==> config.mk <==
export PLATFORM = sky130hd
export DESIGN_NAME = booth_accum
export DESIGN_NICKNAME = d
export VERILOG_FILES = /design/src/rtl/booth_accum_pkg.sv /design/src/rtl/booth_accum_valid_pipe.sv /design/src/rtl/booth_accum.sv
export SDC_FILE = /design/constraint.sdc
export NUM_CORES = 1
export LEC_CHECK = 0
export CAP_MARGIN = 20
export CORE_MARGIN = 2
export CORE_UTILIZATION = 50
export DETAILED_ROUTE_END_ITERATION = 10
export PLACE_DENSITY = 0.72
export SYNTH_ARGS = -nofsm -noshare
export SYNTH_HDL_FRONTEND = slang
export SYNTH_SLANG_ARGS = --single-unit
export TNS_END_PERCENT = 30
==> constraint.sdc <==
create_clock -name CLK -period 4.1 [get_ports CLK]
set_clock_uncertainty 0.05 [all_clocks]
set_input_delay 0.41 -clock CLK [delete_from_list [all_inputs] [get_ports CLK]]
set_output_delay 0.41 -clock CLK [all_outputs]
set_load 0.03 [all_outputs]
==> src/rtl/booth_accum_pkg.sv <==
// Shared types and defaults for the booth_accum dot-product accumulator.
// Integration code imports this for the state encoding and default sizes.
package booth_accum_pkg;

  localparam int unsigned MUL_LAT_DEF = 3;
  localparam int unsigned ACC_W_DEF   = 24;
  localparam int unsigned LEN_W       = 8;
  localparam int unsigned PROD_W      = 16;

  typedef enum logic [1:0] {
    ST_IDLE  = 2'd0,
    ST_ACCUM = 2'd1,
    ST_HOLD  = 2'd2
  } state_e;

endpackage

==> src/rtl/booth_accum_valid_pipe.sv <==
// Valid delay line: a 1 pushed at an issue appears on tap_o DEPTH cycles later,
// lining up with the multiplier result for that issue.
module valid_pipe #(
  parameter int unsigned DEPTH = 3
) (
  input  logic CLK,
  input  logic RST,
  input  logic push_i,
  output logic tap_o
);

  logic [DEPTH-1:0] pipe_q;
  logic [DEPTH-1:0] pipe_d;

  generate
    if (DEPTH == 1) begin : g_single
      always_comb pipe_d = push_i;
    end else begin : g_shift
      always_comb pipe_d = {pipe_q[DEPTH-2:0], push_i};
    end
  endgenerate

  always_ff @(posedge CLK or negedge RST) begin
    if (!RST) begin
      pipe_q <= '0;
    end else begin
      pipe_q <= pipe_d;
    end
  end

  assign tap_o = pipe_q[DEPTH-1];

endmodule

==> src/rtl/booth_accum.sv <==
// Dot-product accumulator behind a fixed-latency multiplier: issues len operand
// pairs, sums the returning products, then holds the group sum until accepted.
module booth_accum
  import booth_accum_pkg::*;
#(
  parameter int unsigned MUL_LAT = MUL_LAT_DEF,
  parameter int unsigned ACC_W   = ACC_W_DEF
) (
  input  logic                     CLK,
  input  logic                     RST,
  input  logic                     start,
  input  logic [LEN_W-1:0]         len,
  input  logic                     in_valid,
  output logic                     in_ready,
  input  logic signed [PROD_W-1:0] product,
  output logic signed [ACC_W-1:0]  sum,
  output logic                     sum_valid,
  input  logic                     sum_ready,
  output logic                     busy
);

  state_e                   state_q, state_d;
  logic signed [ACC_W-1:0]  acc_q, acc_d;
  logic signed [ACC_W-1:0]  sum_q, sum_d;
  logic [LEN_W-1:0]         len_q, len_d;
  logic [LEN_W-1:0]         issued_q, issued_d;
  logic [LEN_W-1:0]         received_q, received_d;
  logic                     sum_valid_q, busy_q;
  logic                     issue;
  logic                     tap;

  // Ready is a pure function of state and counts so the source sees it same-cycle.
  assign in_ready = (state_q == ST_ACCUM) && (issued_q < len_q);
  assign issue    = in_valid && in_ready;

  valid_pipe #(
    .DEPTH (MUL_LAT)
  ) u_valid_pipe (
    .CLK    (CLK),
    .RST    (RST),
    .push_i (issue),
    .tap_o  (tap)
  );

  always_comb begin
    state_d    = state_q;
    acc_d      = acc_q;
    sum_d      = sum_q;
    len_d      = len_q;
    issued_d   = issued_q;
    received_d = received_q;

    case (state_q)
      ST_IDLE: begin
        if (start) begin
          len_d = len;
          if (len != '0) begin
            state_d    = ST_ACCUM;
            acc_d      = '0;
            issued_d   = '0;
            received_d = '0;
          end else begin
            state_d = ST_HOLD;
            sum_d   = '0;
          end
        end
      end

      ST_ACCUM: begin
        if (issue) begin
          issued_d = issued_q + LEN_W'(1);
        end
        if (tap) begin
          acc_d      = acc_q + ACC_W'(product);
          received_d = received_q + LEN_W'(1);
        end
        // Leave on the edge that retires the last product so sum includes it.
        if (received_d == len_q) begin
          state_d = ST_HOLD;
          sum_d   = acc_d;
        end
      end

      ST_HOLD: begin
        if (sum_ready) begin
          state_d = ST_IDLE;
        end
      end

      default: begin
        state_d = ST_IDLE;
      end
    endcase
  end

  always_ff @(posedge CLK or negedge RST) begin
    if (!RST) begin
      state_q     <= ST_IDLE;
      acc_q       <= '0;
      sum_q       <= '0;
      len_q       <= '0;
      issued_q    <= '0;
      received_q  <= '0;
      sum_valid_q <= 1'b0;
      busy_q      <= 1'b0;
    end else begin
      state_q     <= state_d;
      acc_q       <= acc_d;
      sum_q       <= sum_d;
      len_q       <= len_d;
      issued_q    <= issued_d;
      received_q  <= received_d;
      sum_valid_q <= (state_d == ST_HOLD);
      busy_q      <= (state_d != ST_IDLE);
    end
  end

  assign sum       = sum_q;
  assign sum_valid = sum_valid_q;
  assign busy      = busy_q;

endmodule

==> summary.txt <==
STA
  – Fin crit share: 0.771
  – RSZ-0062 raised after global routing: false
  – Final Hold Violating Endpoints: 38
  – Min Tclk post-route: 3160 ps
  – Slew @ Worst Pin: 977 ps
  – Hold slack: -28.4 ps
  – Fmax: 316 MHz
  – Post-route setup TNS: 0 ps
  – Max-slew headroom: 0.344
  – Slew Viols, Final: 0
  – # setup viols final: 0

GRT
  – Number of global-route vias before repair: 4136
  – Grt ovf: 0
  – First-pass GRT wire length: 19.7 mm
  – Aggregate global-route resource usage: 0.221
  – Antenna violations before repair: 0
  – Pin count of the biggest net entering global routing: 80

Floorplan
  – Rows: 36
  – Starting Density: 0.518
  – Chip Width: 105 um
  – Die area: 11000 um^2
  – Ports: 56
  – Chip Height: 105 um
  – Core area: 9820 um^2

Place
  – Routability cong.: 0.968
  – Hpwl dp: 8.55 mm
  – Port Buffers: 55
  – Placed Instances: 708
  – DP Area: 5730 um^2

Synth
  – Top-count cell post-synth: dfrtp_1
  – Synth unique cells: 63
  – Register area share after synthesis: 0.389
  – Seq cells post-synth: 79
  – Synth area leader: dfrtp_1
  – Multiplexer share of the synthesized area: 0.0623
  – Synth Cell Area: 5080 um^2
  – Commonest cells in the netlist: dfrtp_1, nand2_1, o21ai_0
  – Warnings from Yosys: 0
  – Ys flop type: dfrtp_1
  – Mapped Avg Cell Area: 9.50 um^2
  – Syn Nets: 597
  – Number of synthesized flops with an enable pin: 0
  – Top post-synthesis cells by area: dfrtp_1, ha_1, o21ai_0, nand2_1, xnor2_1
  – Async SR Flop Fraction: 1.00
  – Adder-Cell Fraction of Synth Area: 0.0827
  – Cell count after synthesis: 535
  – Post-synth top area share: 0.389
  – XOR/XNOR share of the synthesized area: 0.0600
  – Post-Synth Simple-Gate Area: 0.163
  – Synth Area in Compound Gates: 0.213
  – Main combinational cell family by area after synthesis: compound AO/OA/AOI/OAI gates

Run
  – Max Cap Violations: 0

Route
  – DRT iter0 DRCs: 235
  – Drt pass-1 iters: 5
  – Post-route DRC: 0
  – Final wirelength: 11.8 mm
  – Routed len/inst: 16.3 um
  – Vias per cell: 5.81
  – Vias: 4207
  – Post-DRT Antenna Nets: 0

Clocking
  – Hold_buf cts: 0
  – Max clock buf depth: 2
  – CTS tree: done
  – Clock root buffer: clkbuf_8
  – Clk sinks: 79
  – Reg clk slew, reported paths: 80 ps
  – Htree depth: 3
  – CTS buffer count: 9
  – CTS resizes: 0
  – Setup repair bufs after CTS: 0
  – Clk_lat worst skew: 350 ps

Layout
  – Final #Nets: 649
  – P&R area growth vs syn: 17.3%
  – Ant. Diodes: 0
  – Layout cells sized above 1: 0.0745
  – Non-Filler Instances: 724
  – Fin area: 5960 um^2

Power
  – P per Cell Area: 781 nW/um^2
  – Static Leakage: 0.00274 uW
  – Total power: 4660 uW
  – Max VDD drop: 395 uV

Critical path
  – Critical path type: register to register
  – Max Fanout on Critical Path: 29
  – CP required: 4290 ps
  – Crit path DAT: 3350 ps
  – Crit. End Element: register
  – R2r setup slk: 940 ps
  – Crit start category: register

Hold path
  – Hold crit path type: input port to async pin

Status
  – Outcome: complete, but fails checks
  – Failing checks: negative hold slack
[cells in the final DEF (no fill, tap or decap), drive strengths merged, types with 5 or more instances in the layout]
cell type,n
a211oi,5
a21o,20
a21oi,34
a22o,9
a31oi,8
and2,7
and3,5
buf,8
clkbuf,11
clkdlybuf4s50,54
dfrtp,79
ha,32
inv,12
mux2,10
mux2i,17
nand2,55
nand2b,7
nand3,13
nand4,14
nor2,32
nor2b,5
nor3,6
o21ai,45
o31ai,12
or3,6
xnor2,23
xor2,11
[critical path: stages (launching register included)]
cell and delay, ps:
dfrtp_1 930, inv_1 470, nor3_1 280, a31oi_1 90, a211oi_2 280, nand4_2 230
and2_4 370, mux2_4 340
[path summary, 6_finish.rpt]
kind,end,depth (start not counted),start
hold / removal,acc_q[10],1,RST
min in group CLK,u_valid_pipe.pipe_q[2],0,u_valid_pipe.pipe_q[1]
setup reg to reg,sum[7],7,u_valid_pipe.pipe_q[2]
setup / recovery,sum[7],7,u_valid_pipe.pipe_q[2]
hold reg to reg,u_valid_pipe.pipe_q[2],0,u_valid_pipe.pipe_q[1]
max in group asynchronous,issued_q[1],2,RST
[per-stage QoR]
step	utilization	setup WS, ps
after global routing	0.607	711
after floorplan	-	1700
final	0.607	939
after detailed placement	0.584	799
after global placement	0.584	844
after CTS	0.605	927
[report_power, final]
| part | internal [uW] | total (uW) | switching [uW] |
|---|---|---|---|
| registers | 1090 | 1380 | 299 |
| logic | 1140 | 2640 | 1490 |
| clock network | 355 | 637 | 282 |
| total | 2590 | 4660 | 2070 |
[logic make-up (layout without fill, tap and decap cells)]
| logic type | after synthesis | after routing |
|---|---|---|
| adders and majority gates | 33 | 33 |
| xor gates and xnor gates | 34 | 34 |
| and+or+nand+nor | 164 | 164 |
| DFF | 79 | 79 |
| buffers and inverters | 33 | 89 |
| muxes | 27 | 27 |
| AOI/OAI and AO/OA | 165 | 165 |
[flip-flops by register name, indices dropped and copies added (netlist names)]
| register | flops |
|---|---|
| state_q | 2 |
| busy | 1 |
| acc_q | 24 |
| issued_q | 8 |
| sum_valid | 1 |
| sum | 24 |
| received_q | 8 |
| u_valid_pipe.pipe_q | 3 |
| len_q | 8 |
[cell type report]
class,instances,area (um^2)
flip-flops and latches,79,1980
inverters,12,45.0
clock buffers,11,141
clock inverters,4,70.1
repair buffers,62,613
well taps,133,166
multi-input cells,423,2950
fillers,854,3860
[per-layer routing]
| metal | global-route usage | wire [um] | vias to the layer above |
|---|---|---|---|
| met2 | 0.363 | 5660 | 95 |
| met4 | 0.0867 | 273 | 0 |
| met1 | 0.292 | 5440 | 2023 |
| met5 | 0 | 0 | - |
| met3 | 0.0337 | 433 | 23 |
| li1 | - | - | 2066 |
Power figures use the tool's default switching activity.
==> patch: new RTL, config.mk and constraints unchanged <==
`PROD_W`: 16 -> 18.
--- a/src/rtl/booth_accum_pkg.sv
+++ b/src/rtl/booth_accum_pkg.sv
@@ -5,7 +5,7 @@
   localparam int unsigned MUL_LAT_DEF = 3;
   localparam int unsigned ACC_W_DEF   = 24;
   localparam int unsigned LEN_W       = 8;
-  localparam int unsigned PROD_W      = 16;
+  localparam int unsigned PROD_W      = 18;
 
   typedef enum logic [1:0] {
     ST_IDLE  = 2'd0,
Ports: changed (resized product); port bits go from 56 to 58. No check against the original RTL was run, so the function may have changed too.
==> patch against the unedited design <==
- synthesized area decreased by 2.3%
- sequential power decreased by 5%
- critical path depth increased by 4
- worst setup slack got worse by 0.025 ns
- total power decreased by 3.4%
- routed wire length increased by 0.91%
- sequential cell count unchanged
- non-clock buffer count increased by 3
- final area decreased by 0.78%
- combinational power decreased by 6%
- count of clock-buffer cells in the layout decreased by 2
- via count decreased by 2.9%
- highest routed layer unchanged
==> patch: results (changes against the unedited design) <==
Clock slew at the register clock pins of the worst setup and hold paths: 0.10 ns (+0.02 ns)
Pre-CTS setup slack: 0.5984 ns (-0.2001 ns)
Antenna violations before repair: 0 (unchanged)
R2r worst-path depth: 10 (+3)
Fraction of area in multi-input gates: 0.4796 (-0.01516)
Status: finished clean
Seq area share: 0.3341 (+0.002594)
Met2 WL post-DR: 5.600 mm (-0.99%)
Vias: 4,084 (-2.9%)
Mux contribution to synthesized area: 0.05993 (-0.002319)
Met1 Use GR: 0.3247 (+0.03233)
Placer congestion estimate: 0.9049 (-6.6%)
Multi-input comb cells: 406 (-4.0%)
Clock buf count: 9 (-2)
Crit Reg-Reg Startpoint: acc_q[0]
Syn-to-layout area delta: 19.09%
Critical Path AT: 3.42 ns (+0.07 ns)
Slowest-stage cell, CP: fa_1
Slew @ Worst Pin: 0.8192 ns (-0.1576 ns)
Num sequential: 79 (unchanged)
DR pass1 iterations: 4 (-1)
Dpl cells: 692 (-2.3%)
Final WS setup: 0.9138 ns (-0.02469 ns)
Via density: 5.752 (-1.0%)
XOR/XNOR Fraction of Synth Area: 0.06522 (+0.005183)
Sequential-to-total area share from yosys stat: 0.3979 (+0.009105)
Non-clk bufs: 65 (+4.8%)
Tot GR Track Use: 0.2316 (+0.01094)
Post-DP Area: 5635 µm² (-1.7%)
R2R Setup Slk: 0.99 ns (+0.05 ns)
CTS Root Cell: clkbuf_8
Filler cells: 837 (-2.0%)
Die Area: 10,750 µm² (-2.2%)
Peak supply drop: 0.0004267 V (+8.0%)
Worst path top cell family by delay: compound AO/OA/AOI/OAI gates
Worst path max stage delay: 0.42 ns (-0.51 ns)
Met3 routed WL: 453 µm (+4.6%)
Syn Inst Count: 518 (-3.2%)
Setup crit start: product[0]
Routed WL per cell: 16.77 µm (+2.9%)
Inverters: 11 (-1)
R2r endpoint: sum[22]
Vias in the first global route: 3,995 (-3.4%)
First-pass GRT wire length: 20.15 mm (+2.1%)
Share of cells above drive strength 1: 0.08146 (+0.007006)
HP Class: reg -> reg
Non-clk buf share: 0.1100 (+0.007148)
Synth top cells by count: 79 x dfrtp_1, 53 x nand2_1, 37 x o21ai_0
Synth Area in Compound Gates: 0.2166 (+0.003972)
Wire length on met1: 5.589 mm (+2.8%)
IO Port Bufs: 57 (+3.6%)
Clock-cell share: 0.04123 (+0.005775)
GR Layer Usage met2: 0.3652 (+0.002476)
CP max FO: 4 (-86%)
M3 GR Usage: 0.03839 (+0.004702)
Synth area leaders: dfrtp_1 40%, ha_1 8.1%, xnor2_1 4.1%
P_leak: 2.655 nW (-3.0%)
## patch: cell types whose count changed in the layout (fill, tap and decap cells not counted), moves of 5 or more
| cell | change |
|---|---|
| nand4_1 | -8 |
| a31oi_1 | -5 |
| nand3_1 | +5 |
| o21ai_1 | +13 |
## patch: report_power, final
| part | switching (W) | internal, W |
|---|---|---|
| registers | 0.000240 | 0.00107 |
| logic | 0.00141 | 0.00107 |
| clock network | 0.000309 | 0.000407 |
## patch: how the worst min path moves through the flow
stage	startpoint	to	slack, ns
3_3_place_gp	u_valid_pipe.pipe_q[1]	u_valid_pipe.pipe_q[2]	0.28
3_5_place_dp	u_valid_pipe.pipe_q[0]	u_valid_pipe.pipe_q[1]	0.29
4_1_cts	RST	sum[20]	0.21
6_report	u_valid_pipe.pipe_q[0]	u_valid_pipe.pipe_q[1]	0.30
2_1_floorplan	RST	acc_q[0]	0.06
5_1_grt	u_valid_pipe.pipe_q[1]	u_valid_pipe.pipe_q[2]	0.31
